==> src/rtl/prco_uart_loader_pkg.sv <==
// rtl/prco_uart_loader_pkg.sv - shared state encodings and frame constants for the UART image loader
package prco_uart_loader_pkg;

  typedef enum logic [3:0] {
    ST_SYNC   = 4'd0,
    ST_LEN_HI = 4'd1,
    ST_LEN_LO = 4'd2,
    ST_DAT_HI = 4'd3,
    ST_DAT_LO = 4'd4,
    ST_CSUM   = 4'd5,
    ST_WRITE  = 4'd6,
    ST_DONE   = 4'd7,
    ST_ERROR  = 4'd8
  } loader_state_e;

  localparam logic [7:0] DEFAULT_SYNC_BYTE = 8'hA5;

  // Order in which the fields of one frame arrive on the rx stream.
  typedef enum logic [2:0] {
    FLD_SYNC    = 3'd0,
    FLD_LEN_HI  = 3'd1,
    FLD_LEN_LO  = 3'd2,
    FLD_DATA_HI = 3'd3,
    FLD_DATA_LO = 3'd4,
    FLD_CSUM    = 3'd5
  } frame_field_e;

  function automatic logic is_rx_state(input loader_state_e s);
    return s inside {ST_SYNC, ST_LEN_HI, ST_LEN_LO, ST_DAT_HI, ST_DAT_LO, ST_CSUM};
  endfunction

endpackage

==> src/rtl/prco_loader_timeout.sv <==
// rtl/prco_loader_timeout.sv - inter-byte idle watchdog: reloads on clear, pulses expiry after the idle budget
module prco_loader_timeout #(
  parameter int unsigned TIMEOUT_CYCLES = 50000
) (
  input  logic i_clk,
  input  logic i_reset_n,
  input  logic i_clear,
  input  logic i_run,
  output logic q_expire
);

  localparam int unsigned CW = (TIMEOUT_CYCLES > 1) ? $clog2(TIMEOUT_CYCLES) : 1;
  localparam logic [CW-1:0] LOAD_VAL = CW'(TIMEOUT_CYCLES - 1);

  logic [CW-1:0] count;

  // Held at the reload value while idle so every run starts from a full budget.
  always_ff @(posedge i_clk or negedge i_reset_n) begin
    if (!i_reset_n) begin
      count <= '0;
    end else if (i_clear || !i_run) begin
      count <= LOAD_VAL;
    end else if (count != '0) begin
      count <= count - 1'b1;
    end
  end

  assign q_expire = i_run && (count == '0);

endmodule

==> src/rtl/prco_uart_loader.sv <==
// rtl/prco_uart_loader.sv - boot loader: pulls a framed image from the UART rx FIFO into local memory
// Optional trailing XOR checksum byte enabled by PRCO_LOADER_CHECKSUM_EN.
module prco_uart_loader
  import prco_uart_loader_pkg::*;
#(
  parameter int unsigned MAX_WORDS      = 256,
  parameter logic [7:0]  SYNC_BYTE      = DEFAULT_SYNC_BYTE,
  parameter int unsigned TIMEOUT_CYCLES = 50000
) (
  input  logic        i_clk,
  input  logic        i_reset_n,
  input  logic [7:0]  i_rx_byte,
  input  logic        i_rx_fifo_empty,
  output logic        q_rx_fifo_pop,
  output logic        q_mem_we,
  output logic [15:0] q_mem_addr,
  output logic [15:0] q_mem_din,
  output logic        q_core_reset,
  output logic        q_busy,
  output logic        q_done,
  output logic        q_error
);

`ifdef PRCO_LOADER_CHECKSUM_EN
  localparam loader_state_e ST_FRAME_END = ST_CSUM;
`else
  localparam loader_state_e ST_FRAME_END = ST_DONE;
`endif

  loader_state_e state, state_nx;
  logic [7:0]  len_hi;
  logic [7:0]  data_hi;
  logic [15:0] length;
  logic [15:0] word_cnt;
  logic [15:0] word_cnt_inc;
  logic [15:0] len_now;
  logic        pop;
  logic        run;
  logic        expire;
  logic        sync_hit;

`ifdef PRCO_LOADER_CHECKSUM_EN
  logic [7:0] csum;
`endif

  // Gated by reset so the FIFO is never drained while reset is held.
  assign pop          = i_reset_n && is_rx_state(state) && !i_rx_fifo_empty;
  assign run          = !(state inside {ST_SYNC, ST_DONE, ST_ERROR});
  assign sync_hit     = (i_rx_byte == SYNC_BYTE);
  assign len_now      = {len_hi, i_rx_byte};
  assign word_cnt_inc = word_cnt + 16'd1;

  prco_loader_timeout #(
    .TIMEOUT_CYCLES(TIMEOUT_CYCLES)
  ) u_timeout (
    .i_clk     (i_clk),
    .i_reset_n (i_reset_n),
    .i_clear   (pop),
    .i_run     (run),
    .q_expire  (expire)
  );

  always_comb begin
    state_nx = state;
    case (state)
      ST_SYNC:   if (pop && sync_hit) state_nx = ST_LEN_HI;
      ST_LEN_HI: if (pop) state_nx = ST_LEN_LO;
      ST_LEN_LO: begin
        if (pop) begin
          if (len_now == 16'd0) begin
            state_nx = ST_FRAME_END;
          end else if (32'(len_now) > MAX_WORDS) begin
            state_nx = ST_ERROR;
          end else begin
            state_nx = ST_DAT_HI;
          end
        end
      end
      ST_DAT_HI: if (pop) state_nx = ST_DAT_LO;
      ST_DAT_LO: if (pop) state_nx = ST_WRITE;
      ST_WRITE:  state_nx = (word_cnt_inc == length) ? ST_FRAME_END : ST_DAT_HI;
`ifdef PRCO_LOADER_CHECKSUM_EN
      ST_CSUM:   if (pop) state_nx = (i_rx_byte == csum) ? ST_DONE : ST_ERROR;
`endif
      ST_DONE:   state_nx = ST_DONE;
      ST_ERROR:  state_nx = ST_SYNC;
      default:   state_nx = ST_SYNC;
    endcase
    // A stalled sender wins over a byte that happens to land on the expiry cycle.
    if (expire) state_nx = ST_ERROR;
  end

  always_ff @(posedge i_clk or negedge i_reset_n) begin
    if (!i_reset_n) begin
      state      <= ST_SYNC;
      len_hi     <= '0;
      data_hi    <= '0;
      length     <= '0;
      word_cnt   <= '0;
      q_mem_addr <= '0;
      q_mem_din  <= '0;
      q_error    <= 1'b0;
    end else begin
      state <= state_nx;
      if (pop) begin
        case (state)
          ST_SYNC:   if (sync_hit) word_cnt <= '0;
          ST_LEN_HI: len_hi <= i_rx_byte;
          ST_LEN_LO: length <= len_now;
          ST_DAT_HI: data_hi <= i_rx_byte;
          ST_DAT_LO: begin
            q_mem_din  <= {data_hi, i_rx_byte};
            q_mem_addr <= word_cnt;
          end
          default: ;
        endcase
      end
      if (state == ST_WRITE) word_cnt <= word_cnt_inc;
      // Error is sticky across the return to SYNC; only a successful load clears it.
      if (state_nx == ST_ERROR) begin
        q_error <= 1'b1;
      end else if (state_nx == ST_DONE) begin
        q_error <= 1'b0;
      end
    end
  end

`ifdef PRCO_LOADER_CHECKSUM_EN
  always_ff @(posedge i_clk or negedge i_reset_n) begin
    if (!i_reset_n) begin
      csum <= '0;
    end else if (pop) begin
      case (state)
        ST_SYNC: if (sync_hit) csum <= '0;
        ST_LEN_HI, ST_LEN_LO, ST_DAT_HI, ST_DAT_LO: csum <= csum ^ i_rx_byte;
        default: ;
      endcase
    end
  end
`endif

  assign q_rx_fifo_pop = pop;
  assign q_mem_we      = (state == ST_WRITE);
  assign q_busy        = run;
  assign q_done        = (state == ST_DONE);
  assign q_core_reset  = (state != ST_DONE);

endmodule

==> config.mk <==
export PLATFORM = sky130hd
export DESIGN_NAME = prco_uart_loader
export DESIGN_NICKNAME = d
export VERILOG_FILES = /design/src/rtl/prco_uart_loader_pkg.sv /design/src/rtl/prco_loader_timeout.sv /design/src/rtl/prco_uart_loader.sv
export SDC_FILE = /design/constraint.sdc
export NUM_CORES = 1
export LEC_CHECK = 0
export CAP_MARGIN = 20
export CORE_MARGIN = 5
export CORE_UTILIZATION = 64
export CTS_BUF_LIST = sky130_fd_sc_hd__clkbuf_4
export CTS_CLUSTER_DIAMETER = 100
export DETAILED_ROUTE_END_ITERATION = 8
export GPL_TIMING_DRIVEN = 0
export PLACE_DENSITY = 0.88
export SETUP_SLACK_MARGIN = 0.4
export SYNTH_ARGS = -nofsm -noshare
export SYNTH_HDL_FRONTEND = slang
export SYNTH_SLANG_ARGS = --single-unit
==> constraint.sdc <==
create_clock -name i_clk -period 4.35 [get_ports i_clk]
set_input_delay 1.0875 -clock i_clk [delete_from_list [all_inputs] [get_ports i_clk]]
set_output_delay 1.0875 -clock i_clk [all_outputs]
set_load 0.1 [all_outputs]
==> impl_results.md, run 1 <==
* Power per cell area at 636.4 nW/um2
* CTS H-Tree Depth at 3
* VDD IR-drop max at between 0.0005 and 0.0006 V
* # fillers at 496
* Root Buffer: clkbuf_4
* Die X at 98 um
* Final hold vios at 0
* 1st-pass router iterations at 5
* Starting Density at 0.6481
* Initial antenna violation count at 0
* Layout cells sized above 1 at 0.1923
* Num ports at between 40 and 50
* Dpl hpwl at 7.668 mm
* Max cap viols at 0
* Pre-CTS WS at -330.8 ps
* Vias/cell at roughly 6.0
* GRT Max-Usage Layer: met2
* Detailed Route WL at 10.76 mm
* GRT met3 Usage at 0.04786
* Final WS setup at just over 400 ps
* Antenna Nets Post-Route at 0
* Num rows at 32
* Post-Syn Area at 4956 um2
* Worst-case clock buffer depth at 2
* GR Util met2 at 0.3895
* Outcome: finished, final reports clean
* Crit-path max FO at between 60 and 70
* Crit share post-route at 0.9052
* Sequential cell area fraction in the yosys report at 0.5100
* Global route overflow at 0
* Post-synthesis cell type count at 51
* Critical Path RT at around 3300 ps
* Vias in the first global route at between 3000 and 4000
* Synth Flop Type: dfrtp_1
* Via count at 3720
* Pleak at ~2.5 nW
* Storage element area at approximately 2500 um2
* Arr. time, crit path at between 2000 and 3000 ps
* Cells after DPL at ~610
* RSZ-0062 raised after global routing: yes
* Die extent in y at approximately 100 um
* Net Count, Synth at approximately 470
* Placeable Area at between 7000 and 8000 um2
* Die area at roughly 9600 um2
* Wire per inst at 17.30 um
* WS Path Type: input pin to output port
* Post-synth EDFFs at 0
* Number of remaining DRC errors at 0
* Worst-path clk slew at between 100 and 150 ps
* Mean Syn Cell Area at 10.89 um2
* RePlAce Congestion at 0.9557
* Fmax at ~250 MHz
* # hold bufs at CTS at 0
* Post-Syn Instances at around 460
* Yosys Warn Count at 0
* Register bit count reported by yosys at 101
* Relative slew slack at 0.2881
* Setup Viol. Count Final at 0
* Worst setup SP type: input pin
* Worst skew pair latency at 450 ps
* Min Hold Slack at roughly 490 ps
* Worst hold-check path type: register to register
* TritonCTS clock tree: done
* First-pass GRT wire length at between 15 and 20 mm
* Clk sinks at 101
* Met1 usage at 0.3140
* Port Buffer Count at 48
* Largest net degree at the start of global routing at between 60 and 70
* Post-synth ARST share at 1.000
* GRT Total Usage at 0.2360
* Least-Margin Pin Slew at ~1100 ps
* Final Max Tran Viols at 0
* Number of buffers created by CTS at 9
* Final nets at about 530
* Final min period at approximately 3900 ps
* Critical Path End Type: output port
* Non-Filler Instances at just over 600
* Footprint of the multi-input gates at approximately 2300 um2
* Clock Skew at ~28 ps
* Antenna Diode Count at 0
* Area Overhead vs Synth at 16.36%
* Iteration-0 DRC Markers at 252
sequential cells by signal (all words and copies together) (netlist names), 4 cells and up:
| signal | count |
|---|---|
| length | 16 |
| q_mem_addr | 16 |
| q_mem_din | 16 |
| u_timeout.count | 16 |
| word_cnt | 16 |
| data_hi | 8 |
| len_hi | 8 |
| state | 4 |
layout by cell type (no fill, tap or decap), drive strengths merged, types with 2 or more instances in the layout:
cell	instances
o31ai	10
nor2b	7
clkdlybuf4s50	43
inv	12
xor2	10
or4	7
nand2	32
nor4	8
or2	3
nor2	35
a31oi	3
nor3b	3
and3	3
a211oi	5
mux2	62
nor3	13
nand3	11
a41oi	2
nand3b	2
and2	2
clkbuf	25
nand4	7
o21ai	37
a21oi	13
bufinv	2
o211ai	2
xnor2	22
or3	2
buf	8
dfrtp	101
nand2b	5
ha	2
a221oi	2
per-stage QoR:
stage	TNS [ps]	power, mW	util	instance area, um2
final	0	3.670	0.7541	5767
after global placement	-386990	3.062	0.7286	5572
after floorplan	0	2.692	-	4964
after CTS	0	3.676	0.7539	5766
after detailed placement	-330.8	3.112	0.7318	5597
after global routing	0	3.866	0.7541	5767
power by group:
group,internal [mW],switching (mW)
Sequential,1.13,0.170
Clock,0.240,0.321
Combinational,0.608,1.20
final cells by class:
cell class | count | share of cell area
well taps | 102 | 0.02213
inverters | 9 | 0.005858
plain buffers | 21 | 0.01497
repair buffers | 49 | 0.08765
clock inverters | 7 | 0.01779
clock buffers | 9 | 0.01172
multi-input cells | 324 | 0.4016
flip-flops and latches | 101 | 0.4383
repair_timing:
item | CTS | global route
resized for setup | 5 | 5
setup buffers | 0 | 0
setup endpoints to repair | 3 | 3
worst paths after layout:
kind / start / endpoint / slack, ps / cells after the start
setup reg to reg: word_cnt[0] / q_error / 1520 / 8
hold / removal: q_mem_addr[1] / q_mem_addr[1] / 490 / 2
setup / recovery: i_reset_n / q_rx_fifo_pop / 410 / 6
hold reg to reg: q_mem_addr[1] / q_mem_addr[1] / 490 / 2
max in group asynchronous: i_reset_n / length[11] / 3200 / 2
min in group asynchronous: i_reset_n / q_mem_din[2] / 520 / 1
synthesized netlist by cell type (all sizes together) (2+ instances only):
master,n,area share
a211oi,5,0.0076
a21oi,13,0.013
a221oi,2,0.0035
a31oi,3,0.0038
a41oi,2,0.0035
and2,2,0.0025
and3,3,0.0038
buf,6,0.0061
clkbuf,15,0.011
dfrtp,101,0.51
ha,2,0.0050
inv,9,0.0068
mux2,62,0.14
nand2,32,0.025
nand2b,5,0.0063
nand3,11,0.011
nand3b,2,0.0030
nand4,7,0.010
nor2,35,0.027
nor2b,7,0.0088
nor3,13,0.013
nor3b,3,0.0045
nor4,8,0.016
o211ai,2,0.0030
o21ai,37,0.037
o31ai,10,0.016
or2,3,0.0038
or3,2,0.0025
or4,7,0.012
xnor2,22,0.039
xor2,10,0.018
per-layer routing:
layer	wire, um	part of all wire
met1	4678	0.43
met2	5326	0.49
met3	574	0.053
met4	182	0.017
met5	0	0
cell families (layout without fill, tap and decap cells):
| logic type | after synthesis | count (layout) | synth area share |
|---|---|---|---|
| adder cells (fa/ha/maj) | 2 | 2 | 0.005048 |
| flip-flops | 101 | 101 | 0.5100 |
| buffers and inverters | 30 | 95 | 0.02424 |
| XOR/XNOR | 32 | 32 | 0.05655 |
| AO/OA/AOI/OAI | 81 | 81 | 0.09972 |
| AND/OR/NAND/NOR | 147 | 147 | 0.1636 |
| multiplexers | 62 | 62 | 0.1409 |
worst max-delay path: stages:
cell and delay (ps):
buf_6 290, buf_16 330, and2b_1 260, nand2_2 170, inv_1 110, clkdlybuf4s18_2 540
(Power assumes the default switching activity.)
==> run 2, diff against run 1 <==
--- a/config.mk
+++ b/config.mk
@@ -13,7 +13,8 @@
 export DETAILED_ROUTE_END_ITERATION = 8
 export GPL_TIMING_DRIVEN = 0
 export PLACE_DENSITY = 0.88
-export SETUP_SLACK_MARGIN = 0.4
+export SETUP_SLACK_MARGIN = 0.02
+export SLEW_MARGIN = 10
 export SYNTH_ARGS = -nofsm -noshare
 export SYNTH_HDL_FRONTEND = slang
 export SYNTH_SLANG_ARGS = --single-unit
==> run 2 against run 1 <==
  * Sequential power about the same
  * Cell count unchanged
  * Routed wire length rose by 1.4%
  * Flip-flop and latch count did not move
  * Total power is 1.9% lower
  * Register-to-register slack about the same
  * Cell area fell by 0.56%
==> impl_results.md, run 2 (same netlist as run 1, synthesis figures left out) <==
* CTS H-Tree Depth at 3 (unchanged)
* Worst hold-check path type: register to register
* Min-Delay Endpoint: q_mem_addr[1]
* Num rows at 32 (unchanged)
* Cell Area, Placed at 5592 um2 (about the same)
* Initial antenna violation count at 0 (unchanged)
* 1st-pass router iterations at 5 (unchanged)
* Hold path cells at 2 (unchanged)
* Worst setup SP type: input pin
* Crit-path cells: buf_4 > buf_16 > and2b_1 > nand2_2 > inv_1 > clkdlybuf4s15_2
* Max stage delay on crit path at 560 ps (+20 ps)
* RR Startpoint: word_cnt[0]
* Placeable Area at 7647 um2 (unchanged)
* Max cap viols at 0 (unchanged)
* Commonest non-fill, non-tap cell in the layout: dfrtp_1
* WS Path Type: input pin to output port
* Number of remaining DRC errors at 0 (unchanged)
* Root Buffer: clkbuf_4
* R2r setup slk at 1530 ps (about the same)
* Total Power at 3.601 mW (-1.9%)
* Final hold vios at 0 (unchanged)
* Final WS setup at 248.7 ps (-163.6 ps)
* Antenna Diode Count at 0 (unchanged)
* GRT Total Usage at 0.2389 (+0.002836)
* Vias in the first global route at 3701 (-2.4%)
* Fmax at 243.8 MHz (-4.0%)
* Relative slew slack at 0.3106 (+0.02257)
* Worst-path clk slew at 150 ps (about the same)
* Clock Skew at 15.64 ps (-12.69 ps)
* Crit-path max FO at 68 (+3.0%)
* RePlAce Congestion at 0.9161 (-4.1%)
* Largest delay share family, worst path: buffers and inverters
* Post-CTS setup buffer count at 0 (unchanged)
* Antenna Nets Post-Route at 0 (unchanged)
* Num ports at 49 (unchanged)
* Worst skew pair latency at 480 ps (+30 ps)
* Arr. time, crit path at 3010 ps (+160 ps)
* Final nets at 528 (unchanged)
* VDD IR-drop max at 0.0004432 V (-15%)
* Dpl hpwl at 7.737 mm (+0.89%)
* RSZ-0062 raised after global routing: no
* Setup Viol. Count Final at 0 (unchanged)
* Clk sinks at 101 (unchanged)
* # hold bufs at CTS at 0 (unchanged)
* Iteration-0 DRC Markers at 224 (-11%)
* Starting Density at 0.6481 (unchanged)
* Setup_tns at 0 ps (unchanged)
* Vias/cell at 6.045 (+1.1%)
* WP buf/inv at 4 (unchanged)
* Layout cells sized above 1 at 0.1904 (-0.001923)
* Port Buffer Count at 48 (unchanged)
* Area Overhead vs Synth at 15.70%
* Wire per inst at 17.54 um (+1.4%)
* Pleak at 2.458 nW (-0.80%)
* Worst-case clock buffer depth at 2 (unchanged)
* Worst r2r path cells at 8 (unchanged)
* Most frequent cells in the layout: 101 x dfrtp_1, 62 x mux2_2, 45 x clkdlybuf4s50_1
* Reg-to-Reg End: q_error
* Largest net degree at the start of global routing at 69 (+3.0%)
* Final min period at 4101 ps (+163.6 ps)
* Number of buffers created by CTS at 9 (unchanged)
* Critical Path RT at 3260 ps (about the same)
* Critical Path End Type: output port
* Via count at 3760 (+1.1%)
* First-pass GRT wire length at 18.43 mm (unchanged)
* Global route overflow at 0 (unchanged)
* Final Max Tran Viols at 0 (unchanged)
* Slowest cell on the critical path: clkdlybuf4s15_2
* Least-Margin Pin Slew at 1026 ps (-33.59 ps)
* Crit share post-route at 0.9428 (+0.03761)
* Pre-CTS WS at -368.4 ps (-37.52 ps)
* Final Instance Area at 5734 um2 (-0.56%)
* Min Hold Slack at 494.3 ps (+3.130 ps)
* Die X at 98 um (unchanged)
* Outcome: finished, final reports clean
* Power per cell area at 628.0 nW/um2 (-1.3%)
* Die extent in y at 98 um (unchanged)
* Die area at 9604 um2 (unchanged)
* Detailed Route WL at 10.91 mm (+1.4%)
* TritonCTS clock tree: done
* Hold Startpoint: q_mem_addr[1]
==> run 2: changes by cell type in the layout (fill, tap and decap cells not counted), sizes merged <==
cell and delta:
bufinv -2, clkdlybuf4s15 +1, clkdlybuf4s18 -1, clkdlybuf4s50 +2
dlygate4sd2 -1, inv +1
==> run 2: worst max-delay path by stage <==
stage,from,slack (ps),depth (start not counted),endpoint
3_3_place_gp,i_reset_n,-3470,5,q_rx_fifo_pop
5_1_grt,i_reset_n,60,6,q_rx_fifo_pop
6_report,i_reset_n,250,6,q_rx_fifo_pop
3_5_place_dp,i_reset_n,-370,6,q_rx_fifo_pop
4_1_cts,state[3],50,5,q_mem_we
2_1_floorplan,state[0],100,5,q_busy
==> run 2: report_power, final <==
part | total (mW) | switching [mW] | internal (mW)
Combinational | 1.80 | 1.19 | 0.605
Sequential | 1.31 | 0.176 | 1.13
Clock | 0.496 | 0.355 | 0.141
Total | 3.60 | 1.72 | 1.88
==> run 2: cell type report <==
type,instances,area [um2]
fillers,532,1913
repair buffers,49,509.2
clock buffers,10,75.07
plain buffers,21,86.33
inverters,9,33.78
clock inverters,6,63.81
well taps,102,127.6
flip-flops and latches,101,2527
multi-input cells,324,2311
==> run 2: repair_timing <==
action                                  CTS  global route
endpoints found under the setup margin    1             1
resized for setup                         3             1
endpoints found under the hold margin     0             0
cloned                                    0             0
==> run 2: per-stage QoR <==
stage          utilization  instances
4_1_cts             0.7495        622
6_report            0.7498        622
5_1_grt             0.7498        622
3_5_place_dp        0.7312        606
3_3_place_gp        0.7279        605
2_1_floorplan            -        455
==> run 2: routing by layer <==
layer	vias to the layer above	share of wire	track usage
li1	1758	-	-
met4	0	0.016	0.06070
met3	19	0.057	0.06429
met5	-	0	0
met2	108	0.49	0.3890
met1	1875	0.44	0.3202
==> run 2: worst min-delay path: cells and delay by family, from the launching register on <==
kind | cells | cell delay (ps)
DFF | 1 | 370
AOI/OAI and AO/OA | 1 | 60
and+or+nand+nor | 1 | 40
